### src/rtl/bidir_pad_bank_pkg.sv
// Shared types and boundary-scan cell indexing for the pad bank.
// The chain holds data cells first (0..W-1), then enable cells (W..2W-1).
package slipstream_pad_pkg;

    localparam int PAD_MAX_WIDTH = 32;

    // Widest bank vector; a bank uses the low WIDTH bits.
    typedef logic [PAD_MAX_WIDTH-1:0] pad_vec_t;

    function automatic int data_cell(input int n);
        return n;
    endfunction

    function automatic int en_cell(input int n, input int width);
        return width + n;
    endfunction

endpackage

### src/rtl/bidir_pad_bank_if.sv
// Core/pin-side and scan signals of one pad bank.
interface bidir_pad_bank_if #(
    parameter int WIDTH = 8
);
    logic [WIDTH-1:0] A, TN, I, O, E, ZI;
    logic             EN;
    logic             SCAN_MODE, SCAN_CAPTURE, SCAN_SHIFT, SCAN_UPDATE, SI, SO;

    modport master (
        output A, TN, EN, I, SCAN_MODE, SCAN_CAPTURE, SCAN_SHIFT, SCAN_UPDATE, SI,
        input  O, E, ZI, SO
    );

    modport slave (
        input  A, TN, EN, I, SCAN_MODE, SCAN_CAPTURE, SCAN_SHIFT, SCAN_UPDATE, SI,
        output O, E, ZI, SO
    );
endinterface

### src/rtl/bidir_pad_bank_cell.sv
// One pad: registered drive enable/output plus the ZI register, which is
// frozen for TURN_CYCLES after the pad releases the bus.
module pad_cell_turn #(
    parameter int unsigned TURN_CYCLES = 2
) (
    input  logic MasterClock,
    input  logic MasterReset,
    input  logic scanMode,
    input  logic tn,
    input  logic en,
    input  logic a,
    input  logic padIn,
    input  logic syncIn,
    input  logic updData,
    input  logic updEn,
    output logic o,
    output logic e,
    output logic zi
);
    localparam int CntW = (TURN_CYCLES < 2) ? 1 : $clog2(TURN_CYCLES + 1);

    logic [CntW-1:0] cnt;
    logic            eNext, oNext;

    // Functional O looks at the pre-edge E; scan O follows the update cell directly.
    always_comb begin
        eNext = tn & ~en;
        oNext = e ? a : padIn;
        if (scanMode) begin
            eNext = updEn;
            oNext = updEn ? updData : padIn;
        end
    end

    always_ff @(posedge MasterClock or posedge MasterReset) begin
        if (MasterReset) begin
            o   <= 1'b0;
            e   <= 1'b0;
            zi  <= 1'b0;
            cnt <= '0;
        end else begin
            e <= eNext;
            o <= oNext;
            if (e && !eNext)       cnt <= CntW'(TURN_CYCLES);
            else if (!e && eNext)  cnt <= '0;
            else if (cnt != '0)    cnt <= cnt - 1'b1;
            if (cnt == '0) zi <= syncIn;
        end
    end
endmodule

### src/rtl/bidir_pad_bank.sv
// Bank of WIDTH bidirectional pad cells with input synchroniser and a
// capture/shift/update boundary-scan chain.
module bidir_pad_bank
    import slipstream_pad_pkg::*;
#(
    parameter int          WIDTH       = 8,
    parameter int          SYNC_STAGES = 2,
    parameter int unsigned TURN_CYCLES = 2
) (
    input logic             MasterClock,
    input logic             MasterReset,
    bidir_pad_bank_if.slave pads
);
    logic [SYNC_STAGES-1:0][WIDTH-1:0] syncQ;
    logic [WIDTH-1:0]                  syncIn, oVec, eVec, ziVec;
    logic [2*WIDTH-1:0]                shiftQ, updQ, capVec;

    assign syncIn  = syncQ[SYNC_STAGES-1];
    assign pads.O  = oVec;
    assign pads.E  = eVec;
    assign pads.ZI = ziVec;
    assign pads.SO = shiftQ[0];

    always_ff @(posedge MasterClock or posedge MasterReset) begin
        if (MasterReset) begin
            syncQ <= '0;
        end else begin
            syncQ[0] <= pads.I;
            for (int k = 1; k < SYNC_STAGES; k++) syncQ[k] <= syncQ[k-1];
        end
    end

    always_comb begin
        capVec = '0;
        for (int n = 0; n < WIDTH; n++) begin
            capVec[data_cell(n)]       = syncIn[n];
            capVec[en_cell(n, WIDTH)]  = eVec[n];
        end
    end

    // Capture has priority over shift; update samples the pre-edge chain.
    always_ff @(posedge MasterClock or posedge MasterReset) begin
        if (MasterReset) begin
            shiftQ <= '0;
            updQ   <= '0;
        end else begin
            if (pads.SCAN_CAPTURE)    shiftQ <= capVec;
            else if (pads.SCAN_SHIFT) shiftQ <= {pads.SI, shiftQ[2*WIDTH-1:1]};
            if (pads.SCAN_UPDATE)     updQ   <= shiftQ;
        end
    end

    for (genvar n = 0; n < WIDTH; n++) begin : gPad
        pad_cell_turn #(.TURN_CYCLES(TURN_CYCLES)) uCell (
            .MasterClock (MasterClock),
            .MasterReset (MasterReset),
            .scanMode    (pads.SCAN_MODE),
            .tn          (pads.TN[n]),
            .en          (pads.EN),
            .a           (pads.A[n]),
            .padIn       (pads.I[n]),
            .syncIn      (syncIn[n]),
            .updData     (updQ[n]),
            .updEn       (updQ[WIDTH+n]),
            .o           (oVec[n]),
            .e           (eVec[n]),
            .zi          (ziVec[n])
        );
    end
endmodule

### src/flat_wrapper.sv
// flat-port wrapper written by rule: the top's interface ports become plain ports
module bidir_pad_bank_flat import slipstream_pad_pkg::*;
#(
    parameter int          WIDTH       = 8,
    parameter int          SYNC_STAGES = 2,
    parameter int unsigned TURN_CYCLES = 2
)
  (MasterClock, MasterReset, pads_A, pads_TN, pads_EN, pads_I, pads_SCAN_MODE, pads_SCAN_CAPTURE, pads_SCAN_SHIFT, pads_SCAN_UPDATE, pads_SI, pads_O, pads_E, pads_ZI, pads_SO);
  bidir_pad_bank_if #(.WIDTH(WIDTH)) pads_i ();
  input logic MasterClock;
  input logic MasterReset;
  input wire logic [$bits(pads_i.A)-1:0] pads_A;
  input wire logic [$bits(pads_i.TN)-1:0] pads_TN;
  input wire logic [$bits(pads_i.EN)-1:0] pads_EN;
  input wire logic [$bits(pads_i.I)-1:0] pads_I;
  input wire logic [$bits(pads_i.SCAN_MODE)-1:0] pads_SCAN_MODE;
  input wire logic [$bits(pads_i.SCAN_CAPTURE)-1:0] pads_SCAN_CAPTURE;
  input wire logic [$bits(pads_i.SCAN_SHIFT)-1:0] pads_SCAN_SHIFT;
  input wire logic [$bits(pads_i.SCAN_UPDATE)-1:0] pads_SCAN_UPDATE;
  input wire logic [$bits(pads_i.SI)-1:0] pads_SI;
  output wire logic [$bits(pads_i.O)-1:0] pads_O;
  output wire logic [$bits(pads_i.E)-1:0] pads_E;
  output wire logic [$bits(pads_i.ZI)-1:0] pads_ZI;
  output wire logic [$bits(pads_i.SO)-1:0] pads_SO;
  assign pads_i.A = pads_A;
  assign pads_i.TN = pads_TN;
  assign pads_i.EN = pads_EN;
  assign pads_i.I = pads_I;
  assign pads_i.SCAN_MODE = pads_SCAN_MODE;
  assign pads_i.SCAN_CAPTURE = pads_SCAN_CAPTURE;
  assign pads_i.SCAN_SHIFT = pads_SCAN_SHIFT;
  assign pads_i.SCAN_UPDATE = pads_SCAN_UPDATE;
  assign pads_i.SI = pads_SI;
  assign pads_O = pads_i.O;
  assign pads_E = pads_i.E;
  assign pads_ZI = pads_i.ZI;
  assign pads_SO = pads_i.SO;
  bidir_pad_bank #(.WIDTH(WIDTH), .SYNC_STAGES(SYNC_STAGES), .TURN_CYCLES(TURN_CYCLES)) u_core (.MasterClock(MasterClock), .MasterReset(MasterReset), .pads(pads_i));
endmodule
### config.mk
export PLATFORM = sky130hd
export DESIGN_NAME = bidir_pad_bank_flat
export DESIGN_NICKNAME = d
export VERILOG_FILES = /design/src/rtl/bidir_pad_bank_pkg.sv /design/src/rtl/bidir_pad_bank_if.sv /design/src/rtl/bidir_pad_bank_cell.sv /design/src/rtl/bidir_pad_bank.sv /design/src/flat_wrapper.sv
export SDC_FILE = /design/constraint.sdc
export NUM_CORES = 1
export LEC_CHECK = 0
export CAP_MARGIN = 25
export CORE_UTILIZATION = 40
export CTS_BUF_LIST = sky130_fd_sc_hd__clkbuf_8
export DETAILED_ROUTE_END_ITERATION = 10
export GPL_TIMING_DRIVEN = 0
export PLACE_DENSITY = 0.63
export SETUP_SLACK_MARGIN = 0.02
export SKIP_LAST_GASP = 1
export SLEW_MARGIN = 20
export SYNTH_ARGS = -nofsm -noshare
export SYNTH_HDL_FRONTEND = slang
export SYNTH_SLANG_ARGS = --single-unit
### constraint.sdc
create_clock -name MasterClock -period 2.5 [get_ports MasterClock]
set_input_delay 0.375 -clock MasterClock [delete_from_list [all_inputs] [get_ports MasterClock]]
set_output_delay 0.375 -clock MasterClock [all_outputs]
set_load 0.02 [all_outputs]
==> results of run 1 <==
power groups by stage:
stage,sequential [mW],combinational [mW],clock [mW]
after floorplan,1.91,1.13,0
after global routing,1.99,1.76,1.15
after global placement,1.96,1.47,0
final,1.94,1.55,1.06
after CTS,1.95,1.58,1.09
after detailed placement,1.97,1.57,0
flip-flops by register name, summed over array words and instances (netlist names):
signal and count:
u_core.gPad.uCell.o 8, u_core.gPad.uCell.cnt 16, u_core.gPad.uCell.e 8, u_core.gPad.uCell.zi 8
u_core.updQ 16, u_core.syncIn 8, u_core.shiftQ 16, u_core.syncQ 8
cells by family after synthesis:
group / Yosys count / share of synthesized area (%)
flops: 88 / 54.6
simple gates: 67 / 7.41
buf+inv: 65 / 8.93
compound gates: 52 / 8.28
mux: 52 / 13.6
fa+ha+maj: 22 / 6.76
xor+xnor: 2 / 0.434
placed cells by master (no fill, tap or decap), types with 2 or more instances in the layout:
cell type                          n
sky130_fd_sc_hd__buf_2             3
sky130_fd_sc_hd__nand2_1          31
sky130_fd_sc_hd__ha_1             20
sky130_fd_sc_hd__buf_4            26
sky130_fd_sc_hd__maj3_2            2
sky130_fd_sc_hd__dfrtp_1          88
sky130_fd_sc_hd__xnor2_1           2
sky130_fd_sc_hd__nor2_1           21
sky130_fd_sc_hd__clkbuf_1          3
sky130_fd_sc_hd__mux2_2           24
sky130_fd_sc_hd__clkdlybuf4s50_1  53
sky130_fd_sc_hd__bufinv_16         2
sky130_fd_sc_hd__a211oi_1          8
sky130_fd_sc_hd__clkbuf_8         10
sky130_fd_sc_hd__a22o_1            4
sky130_fd_sc_hd__o22ai_1           3
sky130_fd_sc_hd__nor3_1            3
sky130_fd_sc_hd__inv_1            33
sky130_fd_sc_hd__buf_12            2
sky130_fd_sc_hd__buf_6             2
sky130_fd_sc_hd__nor2b_1           8
sky130_fd_sc_hd__a21oi_1          14
sky130_fd_sc_hd__a22oi_4           2
sky130_fd_sc_hd__o21ai_0          19
sky130_fd_sc_hd__nand2b_1          3
sky130_fd_sc_hd__mux2i_1          28
through the flow:
stage | instance area [µm²] | hold WS [ps] | setup WS [ps]
after floorplan | 4040 | 331 | 956
after global placement | 4740 | 332 | 122
after detailed placement | 4800 | 336 | 368
after CTS | 5020 | 349 | 526
after global routing | 5020 | 354 | 465
final | 5020 | 347 | 560
layer usage:
layer  routed length (µm)  part of all wire [%]  vias to the layer above  global-route usage (%)
li1                     -                     -                     1277                       -
met1                 3630                    45                     1324                    21.9
met2                 4110                    51                       59                    29.8
met3                  312                   3.8                        7                    4.58
met4                   75                  0.92                        0                    4.29
met5                    0                     0                        -                       0
area by class of cell:
cell class,instances,share of cell area [%]
Inverter,31,2.39
Clock buffer,10,2.74
Multi-Input combinational cell,195,29.4
Sequential cell,88,43.9
Tap cell,133,3.32
Buffer,34,4.86
Timing Repair Buffer,56,11.9
Clock inverter,6,1.52
path summary, 6_finish.rpt:
kind                                              from                     endpoint  slack [ps]  depth (start not counted)
worst max-delay path            u_core.gPad[5].uCell.e                    pads_E[5]         560                          2
worst min-delay path                   u_core.syncQ[3]             u_core.syncIn[3]         350                          0
worst max register to register          u_core.updQ[8]  u_core.gPad[0].uCell.cnt[0]        1030                          5
worst min register to register         u_core.syncQ[3]             u_core.syncIn[3]         350                          0
max in group asynchronous                  MasterReset      u_core.gPad[0].uCell.zi        1520                          4
min in group asynchronous                  MasterReset  u_core.gPad[2].uCell.cnt[0]         370                          2
==> results.md, run 1 <==
- After detailed routing, the total wire length is 8130 µm.
- The number of placement rows is 36.
- Counting every sink on the clock net gives 88.
- The number of buffers and inverters on the critical path is 2.
- For this run, the post-layout net count is 467.
- The initial antenna violation count is 0.
- The number of clock buffers added by TritonCTS is 9.
- STA classifies the critical path endpoint as an output port.
- The analysis attributes to cell leakage a power of 2.37 nW.
- The floorplan die height is 102 µm.
- The area occupied by multi-input gates is 1470 µm².
- The slowest stage of the critical path belongs to the cell sky130_fd_sc_hd__clkdlybuf4s50_1.
- Summed over all layers, the global routing overflow is 0.
- In the synthesized netlist, the number of instances is 348.
- The completed layout was analyzed and its total power is 4.55 mW.
- The worst-case IR drop observed on VDD is 405 µV.
- The filler cells instantiated in the layout total 914.
- The all-layer global routing usage is 17.4%.
- Walking the worst path, the cells encountered are buf_4, clkdlybuf4s50_1.
- The area of the core is 9770 µm².
- The part of the Yosys area used for sequential elements is 54.6%.
- The most frequent cell after synthesis is sky130_fd_sc_hd__dfrtp_1.
- By area the synthesized netlist is led by sky130_fd_sc_hd__dfrtp_1, sky130_fd_sc_hd__mux2i_1, sky130_fd_sc_hd__mux2_2.
- Entering global routing, the biggest net connects 33 pins.
- The starting density of the core is 41.3%.
- Across the run, the number of max-cap violations was 0.
- After synthesis the netlist holds a flip-flop and latch count of 88.
- The fraction of synthesized cell area taken by the top area cell type is 54.6%.
- STA classifies the critical path startpoint as a flop.
- Clock-pin slew was measured on the worst setup and hold paths at 80 ps.
- Grouping stages by cell kind, the critical path spends the most delay in buffers and inverters.
- From left edge to right edge, the die measures 102 µm.
- For the final routed database, the setup TNS stands at 0 ps.
- For the final database, setup skew stands at 6.92 ps.
- The count of final max-slew check failures is 0.
- The cell area power density is 907 nW/µm².
- The critical setup path kind is flop to output port.
- The first global-routing pass estimated 13,600 µm of wire.
- The most area-hungry cell type in the Yosys netlist is sky130_fd_sc_hd__dfrtp_1.
- The total number of yosys warnings is 0.
- Combinational logic is responsible for 34.0% of the overall power.
- The final design utilization is 51.3%.
- After detailed routing, the number of remaining DRC violations is 0.
- The first detailed-routing pass took 4 iterations.
- Summed over all nets, the switching power comes to 1.40 mW.
- The layout-stage area growth over the synthesis result is 24.3%.
- At the worst endpoint, the arrival time is 1570 ps.
- In this run the worst hold path is classified as flop to flop.
- The number of different library cells used by synthesis comes to 25.
- Of all nets on the critical path, the largest fanout is 7.
- Timing would allow up to 515 MHz.
- Setup repair after global routing left no endpoint under its margin.
- The number of hold-slack violations in the final timing report is 0.
- After detailed placement, the design holds a cell count of 537.
- The mean instance size in the synthesized netlist is 11.6 µm².
- The final worst-path cycle share is 77.6%.
- The detailed router finished its first iteration with 96 violations.
- The minimum period implied by the final worst setup slack is 1940 ps.
- The number of port buffers is 53.
- Counting flops with a built-in enable in the synthesized netlist gives 0.
- The count of antenna diodes in the layout is 0.
- The placed wire-length estimate is 5950 µm.
- The clock latency reported for the late side of the worst-skew pair is 350 ps.
- For this design, the CTS-stage hold fixing added 0 buffers.
- The area taken by flip-flops and latches is 2200 µm².
- The total via count after detailed routing is 2,667.
- The area of the die is 10,500 µm².
- For the worst setup path, the data required time is 2120 ps.
- The post-synthesis instance area is 4040 µm².
- The top-level port count is 57.
- The ratio of cells with drive above 1 in the final layout is 18.3%.
- The flow ran to the end, and the final reports show no timing, DRC or antenna violations.
- Per report_power, the clock group accounts for 23.3% of the total.
- The worst pin sits at a relative slew slack of 64.7%.
- The H-tree generated during clock tree synthesis spans 3 levels.
- Of the total power, registers draw 42.6%.
- The switching portion of total power is 30.7%.
- Setup violations remaining at the end of the flow were counted as 0.
- The placer's final routability congestion estimate is 0.743.
- The number of global-route vias before repair is 2,738.
- The cell-internal power is 3.15 mW.
- For this run, the leading register cell type out of synthesis is sky130_fd_sc_hd__dfrtp_1.
- The commonest cells after synthesis are sky130_fd_sc_hd__dfrtp_1, sky130_fd_sc_hd__inv_1, sky130_fd_sc_hd__nand2_1.
- The clock tree from TritonCTS is yes.
- The clock passes through at most 2 buffers.
- The count of nets left with antenna violations after detail routing is 0.
- Leaving out filler cells and counting taps, the final layout contains 553.
- Once the clock tree was built, the setup fixing pass inserted 0 buffers.
- Counting flops with an async set or reset pin after synthesis yields a share of 100%.
- Synthesis produced a netlist with a net count of 400.
- The ratio of routed vias to standard cells is 4.82.
- The buffer cell driving the clock tree root is sky130_fd_sc_hd__clkbuf_8.
- The post-detailed-route wirelength per cell is 14.7 µm.
- The post-cts resize count is 0.
- For the pin with the worst max-slew slack, the measured transition is 529 ps.
- On the worst path, the slowest cell contributes a delay of 590 ps.
Power figures use the tool's default switching activity.
==> run 2, diff against run 1 <==
==> constraint.sdc (replaced) <==
create_clock -name MasterClock -period 1.75 [get_ports MasterClock]
set_input_delay 0.2625 -clock MasterClock [delete_from_list [all_inputs] [get_ports MasterClock]]
set_output_delay 0.2625 -clock MasterClock [all_outputs]
set_load 0.02 [all_outputs]
==> results.md, run 2 (synthesized netlist as in run 1, its figures left out) <==
- The minimum period implied by the final worst setup slack is 1660 ps.
- The starting density of the core is 41.3% (unchanged).
- The critical setup path kind was flop to output port (unchanged).
- The number of global-route vias before repair was 2,745 (was 2,738).
- The headroom to the max-slew limit is 65.0% (was 64.7%).
- The final design utilization came to 51.6% (was 51.3%).
- The clock transition at the register clock pins on the worst setup and hold paths after CTS is 80 ps (about the same).
- The number of sinks on the clock net is 88 (unchanged).
- The post-layout worst setup margin is 88.0 ps (was 560 ps).
- The overall power after layout is 6.52 mW (was 4.55 mW).
- The layout filler cell count is 913 (was 914).
- The buffer cell driving the clock tree root is sky130_fd_sc_hd__clkbuf_8 (unchanged).
- The class of the most critical hold timing path is input port to async pin (was flop to flop).
- The die boundary width was 102 µm (unchanged).
- The count of nets left with antenna violations after detail routing is 0 (unchanged).
- The leakage power is 2.40 nW (was 2.37 nW).
- The largest net degree at the start of global routing is 33 (unchanged).
- The most common library cell in the layout ignoring fill and taps is sky130_fd_sc_hd__dfrtp_1 (unchanged).
- Setup repair after global routing missed its margin: false (unchanged).
- The proportion of power drawn by the clock network is 23.4% (was 23.3%).
- The final worst-path cycle share is 95.0%.
- The count of antenna diodes in the layout is 0 (unchanged).
- The fraction of power consumed by combinational cells is 34.2% (was 34.0%).
- The total via count after detailed routing was 2,662 (was 2,667).
- Registers with the most flip-flops: u_core.gPad.uCell.cnt x16, u_core.shiftQ x16, u_core.updQ x16 (unchanged).
- The setup TNS is 0 ps (unchanged).
- The required time of the critical path is 1490 ps (was 2120 ps).
- The number of iterations in the first detailed-routing pass is 4 (unchanged).
- The critical path launch point type is a flop (unchanged).
- The element type at the critical path end is an output port (unchanged).
- The top-level port count came to 57 (unchanged).
- The post-detailed-route wirelength per cell is 14.7 µm (about the same).
- The clock latency reported for the late side of the worst-skew pair is 350 ps (about the same).
- The total congestion overflow after global routing is 0 (unchanged).
- The cell area power density is 1290 nW/µm² (was 907 nW/µm²).
- The routed wire length was 8160 µm (was 8130 µm).
- The placed wire-length estimate was 5950 µm (unchanged).
- The peak supply drop is 569 µV (was 405 µV).
- The setup violation total in the final timing report came to 0 (unchanged).
- The area of the core is 9770 µm² (unchanged).
- The sequential share of power is 42.5% (was 42.6%).
- The highest clock frequency the design can meet is 602 MHz.
- The max-capacitance violation count is 0 (unchanged).
- The peak fanout along the critical path came to 2 (was 7).
- The post-place setup slack is -269 ps (was 368 ps).
- The number of placement rows is 36 (unchanged).
- The placer's final routability congestion estimate is 0.743 (unchanged).
- The violation count after the first detailed-routing iteration is 97 (was 96).
- The number of buffers inserted during clock tree synthesis came to 9 (unchanged).
- The count of final max-slew check failures is 0 (unchanged).
- The data arrival time of the critical path came to 1400 ps (was 1570 ps).
- Status: complete, no violations (unchanged).
- The switching portion of total power is 30.8% (was 30.7%).
- The count of hold buffers inserted by post-cts repair is 0 (unchanged).
- The area of the die is 10,500 µm² (unchanged).
- The all-layer global routing usage is 17.5% (was 17.4%).
- The floorplan die height is 102 µm (unchanged).
- The layout-stage area growth over the synthesis result is 24.9% (was 24.3%).
- The clock tree from TritonCTS is yes (unchanged).
- The largest buffer count on any clock path was 2 (unchanged).
- The net count of the finished layout is 470 (was 467).
- The summed area of non-filler cells in the final layout is 5040 µm² (was 5020 µm²).
- The clock skew after layout came to 6.82 ps (was 6.92 ps).
- The ratio of routed vias to standard cells is 4.79 (was 4.82).
- Top library cells by usage in the layout, fill and taps aside: sky130_fd_sc_hd__dfrtp_1, sky130_fd_sc_hd__clkdlybuf4s50_1, sky130_fd_sc_hd__inv_1 (unchanged).
- The initial antenna violation count came to 0 (unchanged).
- The number of port buffers is 53 (unchanged).
- The pin slew with the least headroom to its limit is 525 ps (was 529 ps).
- The detailed-route DRC error count is 0 (unchanged).
- The post-detailed-placement cell area came to 4800 µm² (unchanged).
- The cell-internal power is 4.51 mW (was 3.15 mW).
- The number of hold-slack violations in the final timing report is 0 (unchanged).
- The ratio of cells with drive above 1 in the final layout was 20.3% (was 18.3%).
- The H-tree level count is 3 (unchanged).
- The net switching power figure is 2.01 mW (was 1.40 mW).
- The wire length of the first global-routing pass is 13,600 µm (about the same).
[run 2: cell types whose count changed in the layout (fill, tap and decap cells not counted), sizes merged]
| cell | before | now |
|---|---|---|
| clkdlybuf4s50 | 53 | 48 |
| buf | 34 | 37 |
| dlygate4sd2 | 0 | 5 |
[run 2: layer usage]
layer	GRT usage [%]	vias up	share of wire, %
met5	0	-	0
met1	21.9	1327	45
met2	30.3	47	51
met3	4.58	5	3.3
met4	3.63	0	0.85
li1	-	1283	-
[run 2: final cells by class]
class / instances / area, µm² / area share [%]
Sequential cell: 88 / 2210 / 43.8
Multi-Input combinational cell: 195 / 1470 / 29.2
Timing Repair Buffer: 59 / 614 / 12.2
Buffer: 34 / 244 / 4.84
Tap cell: 133 / 166 / 3.30
Clock buffer: 10 / 138 / 2.73
Inverter: 31 / 120 / 2.38
Clock inverter: 6 / 76.3 / 1.51
[run 2: power by group through the flow]
stage | clock network (mW) | logic [mW] | registers [mW]
3_5_place_dp | 0 | 2.24 | 2.82
6_report | 1.52 | 2.23 | 2.77
2_1_floorplan | 0 | 1.61 | 2.73
5_1_grt | 1.64 | 2.53 | 2.83
4_1_cts | 1.56 | 2.26 | 2.78
3_3_place_gp | 0 | 2.11 | 2.81
[run 2: what timing repair did]
item / 4_1_cts / 5_1_grt
resized for setup: 11 / 0
pin swaps: 0 / 0
buffers inserted: 2 / 1
endpoints found under the hold margin: 0 / 0
endpoints found under the setup margin: 8 / 1
[run 2: critical path, stage by stage, from the launching register on]
cell and delay, ps:
sky130_fd_sc_hd__dfrtp_1 360, sky130_fd_sc_hd__buf_4 100, sky130_fd_sc_hd__clkdlybuf4s50_1 590
[run 2: per-stage QoR]
step	instances	hold slack, ps
floorplan	348	294
global placement	534	332
detailed placement	537	336
CTS	555	250
global route	556	264
finish	556	256
[run 2: final timing paths]
check | start | to | slack [ps] | cells after the start
max in group asynchronous | MasterReset | u_core.gPad[0].uCell.e | 870 | 4
min in group MasterClock | pads_SCAN_MODE | u_core.gPad[5].uCell.e | 270 | 3
worst max-delay path | u_core.gPad[3].uCell.e | pads_E[3] | 90 | 2
worst max register to register | u_core.updQ[8] | u_core.gPad[0].uCell.cnt[0] | 280 | 5
worst min-delay path | MasterReset | u_core.gPad[2].uCell.cnt[0] | 260 | 2
worst min register to register | u_core.syncQ[3] | u_core.syncIn[3] | 350 | 0
==> run 3, diff against run 2 <==
--- a/config.mk
+++ b/config.mk
@@ -8,9 +8,10 @@
 export CAP_MARGIN = 25
 export CORE_UTILIZATION = 40
 export CTS_BUF_LIST = sky130_fd_sc_hd__clkbuf_8
+export CTS_CLUSTER_SIZE = 40
 export DETAILED_ROUTE_END_ITERATION = 10
 export GPL_TIMING_DRIVEN = 0
-export PLACE_DENSITY = 0.63
+export PLACE_DENSITY = 0.61
 export SETUP_SLACK_MARGIN = 0.02
 export SKIP_LAST_GASP = 1
 export SLEW_MARGIN = 20
==> constraint.sdc (replaced) <==
create_clock -name MasterClock -period 2 [get_ports MasterClock]
set_input_delay 0.3 -clock MasterClock [delete_from_list [all_inputs] [get_ports MasterClock]]
set_output_delay 0.3 -clock MasterClock [all_outputs]
set_load 0.02 [all_outputs]
==> results.md, run 3 (synthesized netlist as in run 1, its figures left out) <==
- Status: complete, no violations (unchanged).
- The all-layer global routing usage is 16.4% (was 17.5%).
- The highest clock frequency the design can meet is 537 MHz.
- The violation count after the first detailed-routing iteration is 65 (was 97).
- The buffer cell driving the clock tree root is sky130_fd_sc_hd__clkbuf_8 (unchanged).
- The ratio of routed vias to standard cells is 4.66 (was 4.79).
- The element type at the critical path end is an output port (unchanged).
- The leakage power is 2.36 nW (was 2.40 nW).
- The total via count after detailed routing came to 2,577 (was 2,662).
- The number of iterations in the first detailed-routing pass was 4 (unchanged).
- The post-detailed-route wirelength per cell is 14.1 µm (was 14.7 µm).
- The clock skew after layout is 5.48 ps (was 6.82 ps).
- The post-cts resize count is 0 (was 11).
- The count of final max-slew check failures is 0 (unchanged).
- The ratio of cells with drive above 1 in the final layout is 18.8% (was 20.3%).
- The library cell contributing the largest single delay on the critical path is sky130_fd_sc_hd__clkdlybuf4s50_1 (unchanged).
- The critical setup path kind is flop to output port (unchanged).
- The total congestion overflow after global routing is 0 (unchanged).
- Worst-path cell chain: buf_4, clkdlybuf4s50_1 (unchanged).
- The setup TNS is 0 ps (unchanged).
- The class of the most critical hold timing path is input port to flop (was input port to async pin).
- The highest cell delay on the worst timing path is 590 ps (about the same).
- The met1 layer wirelength in the final routing is 3700 µm (unchanged).
- The critical path endpoint is pads_E[5] (was pads_E[3]).
- The area of the core is 9770 µm² (unchanged).
- The placer's final routability congestion estimate came to 0.736 (was 0.743).
- The area of the die is 10,500 µm² (unchanged).
- The number of buffers inserted during clock tree synthesis is 9 (unchanged).
- The clock transition at the register clock pins on the worst setup and hold paths after CTS came to 80 ps (about the same).
- The length in cells of the worst reg-to-reg path is 5 (unchanged).
- The endpoint of the worst register-to-register path was u_core.gPad[0].uCell.cnt[0] (unchanged).
- The proportion of power drawn by the clock network is 23.7% (was 23.4%).
- The headroom to the max-slew limit is 65.4% (was 65.0%).
- The cell area power density is 1130 nW/µm² (was 1290 nW/µm²).
- The layout filler cell count came to 922 (was 913).
- The layout-stage area growth over the synthesis result is 24.5% (was 24.9%).
- The final worst-path cycle share is 93.1%.
- The die boundary width was 102 µm (unchanged).
- The largest buffer count on any clock path is 2 (unchanged).
- The floorplan die height is 102 µm (unchanged).
- The largest net degree at the start of global routing was 27 (was 33).
- The clock period could shrink to 1860 ps.
- The peak supply drop is 422 µV (was 569 µV).
- The data arrival time of the critical path is 1560 ps (was 1400 ps).
- The number of sinks on the clock net is 88 (unchanged).
- The sequential share of power was 42.5% (about the same).
- The routed wire length came to 7820 µm (was 8160 µm).
- The setup fix buffers added after clock tree synthesis is 0 (was 2).
- The detailed-route DRC error count is 0 (unchanged).
- The peak fanout along the critical path was 7 (was 2).
- The cell-internal power is 3.92 mW (was 4.51 mW).
- The clock latency reported for the late side of the worst-skew pair is 360 ps (was 350 ps).
- The top-level port count is 57 (unchanged).
- The setup slack of the most critical reg-to-reg path came to 630 ps (was 280 ps).
- The number of port buffers came to 53 (unchanged).
- The critical path launch point type is a flop (unchanged).
- The required time of the critical path was 1700 ps (was 1490 ps).
- The H-tree level count is 3 (unchanged).
- The initial antenna violation count came to 0 (unchanged).
- Setup repair after global routing missed its margin: false (unchanged).
- The wire length of the first global-routing pass is 12,600 µm (was 13,600 µm).
- The overall power after layout is 5.70 mW (was 6.52 mW).
- The max-capacitance violation count came to 0 (unchanged).
- The placed wire-length estimate is 5670 µm (was 5950 µm).
- The count of nets left with antenna violations after detail routing is 0 (unchanged).
- The sum of met3 wire segment lengths after detailed routing was 259 µm (was 270 µm).
- The launching point of the worst reg2reg path is u_core.updQ[8] (unchanged).
- The clock tree from TritonCTS was yes (unchanged).
- The critical path startpoint is u_core.gPad[5].uCell.e (was u_core.gPad[3].uCell.e).
- The count of antenna diodes in the layout is 0 (unchanged).
- The met2 routed wirelength was 3740 µm (was 4130 µm).
- The net switching power figure is 1.78 mW (was 2.01 mW).
- Top library cells by usage in the layout, fill and taps aside: sky130_fd_sc_hd__dfrtp_1, sky130_fd_sc_hd__clkdlybuf4s50_1, sky130_fd_sc_hd__inv_1, sky130_fd_sc_hd__nand2_1, sky130_fd_sc_hd__mux2i_1 (was sky130_fd_sc_hd__dfrtp_1, sky130_fd_sc_hd__clkdlybuf4s50_1, sky130_fd_sc_hd__inv_1).
- The number of placement rows is 36 (unchanged).
- The number of global-route vias before repair was 2,545 (was 2,745).
- The final design utilization was 51.4% (was 51.6%).
- The number of hold-slack violations in the final timing report is 0 (unchanged).
- The fraction of power consumed by combinational cells was 33.7% (was 34.2%).
- The net count of the finished layout is 467 (was 470).
- The setup violation total in the final timing report is 0 (unchanged).
- The starting density of the core is 41.3% (unchanged).
- The pin slew with the least headroom to its limit is 520 ps (was 525 ps).
- The top layer used by detailed routing is met4 (unchanged).
- Registers with the most flip-flops: u_core.gPad.uCell.cnt x16, u_core.shiftQ x16, u_core.updQ x16 (unchanged).
- The switching portion of total power is 31.1% (was 30.8%).
- The count of hold buffers inserted by post-cts repair is 0 (unchanged).
- The most common library cell in the layout ignoring fill and taps is sky130_fd_sc_hd__dfrtp_1 (unchanged).
==> run 3: cell types whose count changed in the layout (fill, tap and decap cells not counted), sizes merged <==
cell           delta
buf               -3
clkbuf            -1
clkdlybuf4s50     +5
clkinvlp          +2
dlygate4sd2       -5
inv               -1
==> run 3: per-stage QoR <==
| stage | instances | worst slack, ps | hold WS [ps] | area [µm²] |
|---|---|---|---|---|
| after global routing | 553 | 72.5 | 295 | 5020 |
| after detailed placement | 537 | 17.9 | 335 | 4800 |
| after CTS | 553 | 109 | 291 | 5020 |
| after global placement | 534 | -313 | 332 | 4740 |
| after floorplan | 348 | 531 | 331 | 4040 |
| final | 553 | 137 | 303 | 5020 |
==> run 3: cell type report <==
type | instances | area (µm²) | share of cell area (%)
Buffer | 34 | 244 | 4.86
Clock buffer | 9 | 124 | 2.47
Clock inverter | 7 | 96.3 | 1.92
Inverter | 31 | 120 | 2.39
Multi-Input combinational cell | 195 | 1470 | 29.3
Sequential cell | 88 | 2200 | 43.8
Tap cell | 133 | 166 | 3.31
Timing Repair Buffer | 56 | 598 | 11.9
==> run 3: critical path: cells and delay by family, from the launching register on <==
kind                   cells  cell delay [ps]
buffers and inverters      2              740
flip-flops                 1              470
==> run 3: worst min-delay path by stage <==
| stage | startpoint | to | slack (ps) | cells past startpoint |
|---|---|---|---|---|
| final | pads_SCAN_MODE | u_core.gPad[5].uCell.e | 300 | 3 |
| after global routing | pads_SCAN_MODE | u_core.gPad[5].uCell.e | 300 | 3 |
| after CTS | pads_SCAN_MODE | u_core.gPad[5].uCell.e | 290 | 3 |
| after detailed placement | u_core.syncQ[5] | u_core.syncIn[5] | 330 | 0 |
| after global placement | u_core.syncQ[5] | u_core.syncIn[5] | 330 | 0 |
| after floorplan | u_core.syncQ[0] | u_core.syncIn[0] | 330 | 0 |
==> run 3: metal layers <==
layer | vias to the layer above | global-route usage (%)
met5 | - | 0
met4 | 0 | 5.93
met3 | 9 | 3.69
met2 | 44 | 25.9
met1 | 1251 | 22.0
li1 | 1273 | -
==> run 3: power by group through the flow <==
| stage | clock [mW] | sequential, mW | combinational (mW) |
|---|---|---|---|
| finish | 1.35 | 2.43 | 1.92 |
| global route | 1.45 | 2.48 | 2.18 |
| CTS | 1.38 | 2.43 | 1.96 |
| detailed placement | 0 | 2.46 | 1.95 |
| global placement | 0 | 2.46 | 1.85 |
| floorplan | 0 | 2.39 | 1.41 |
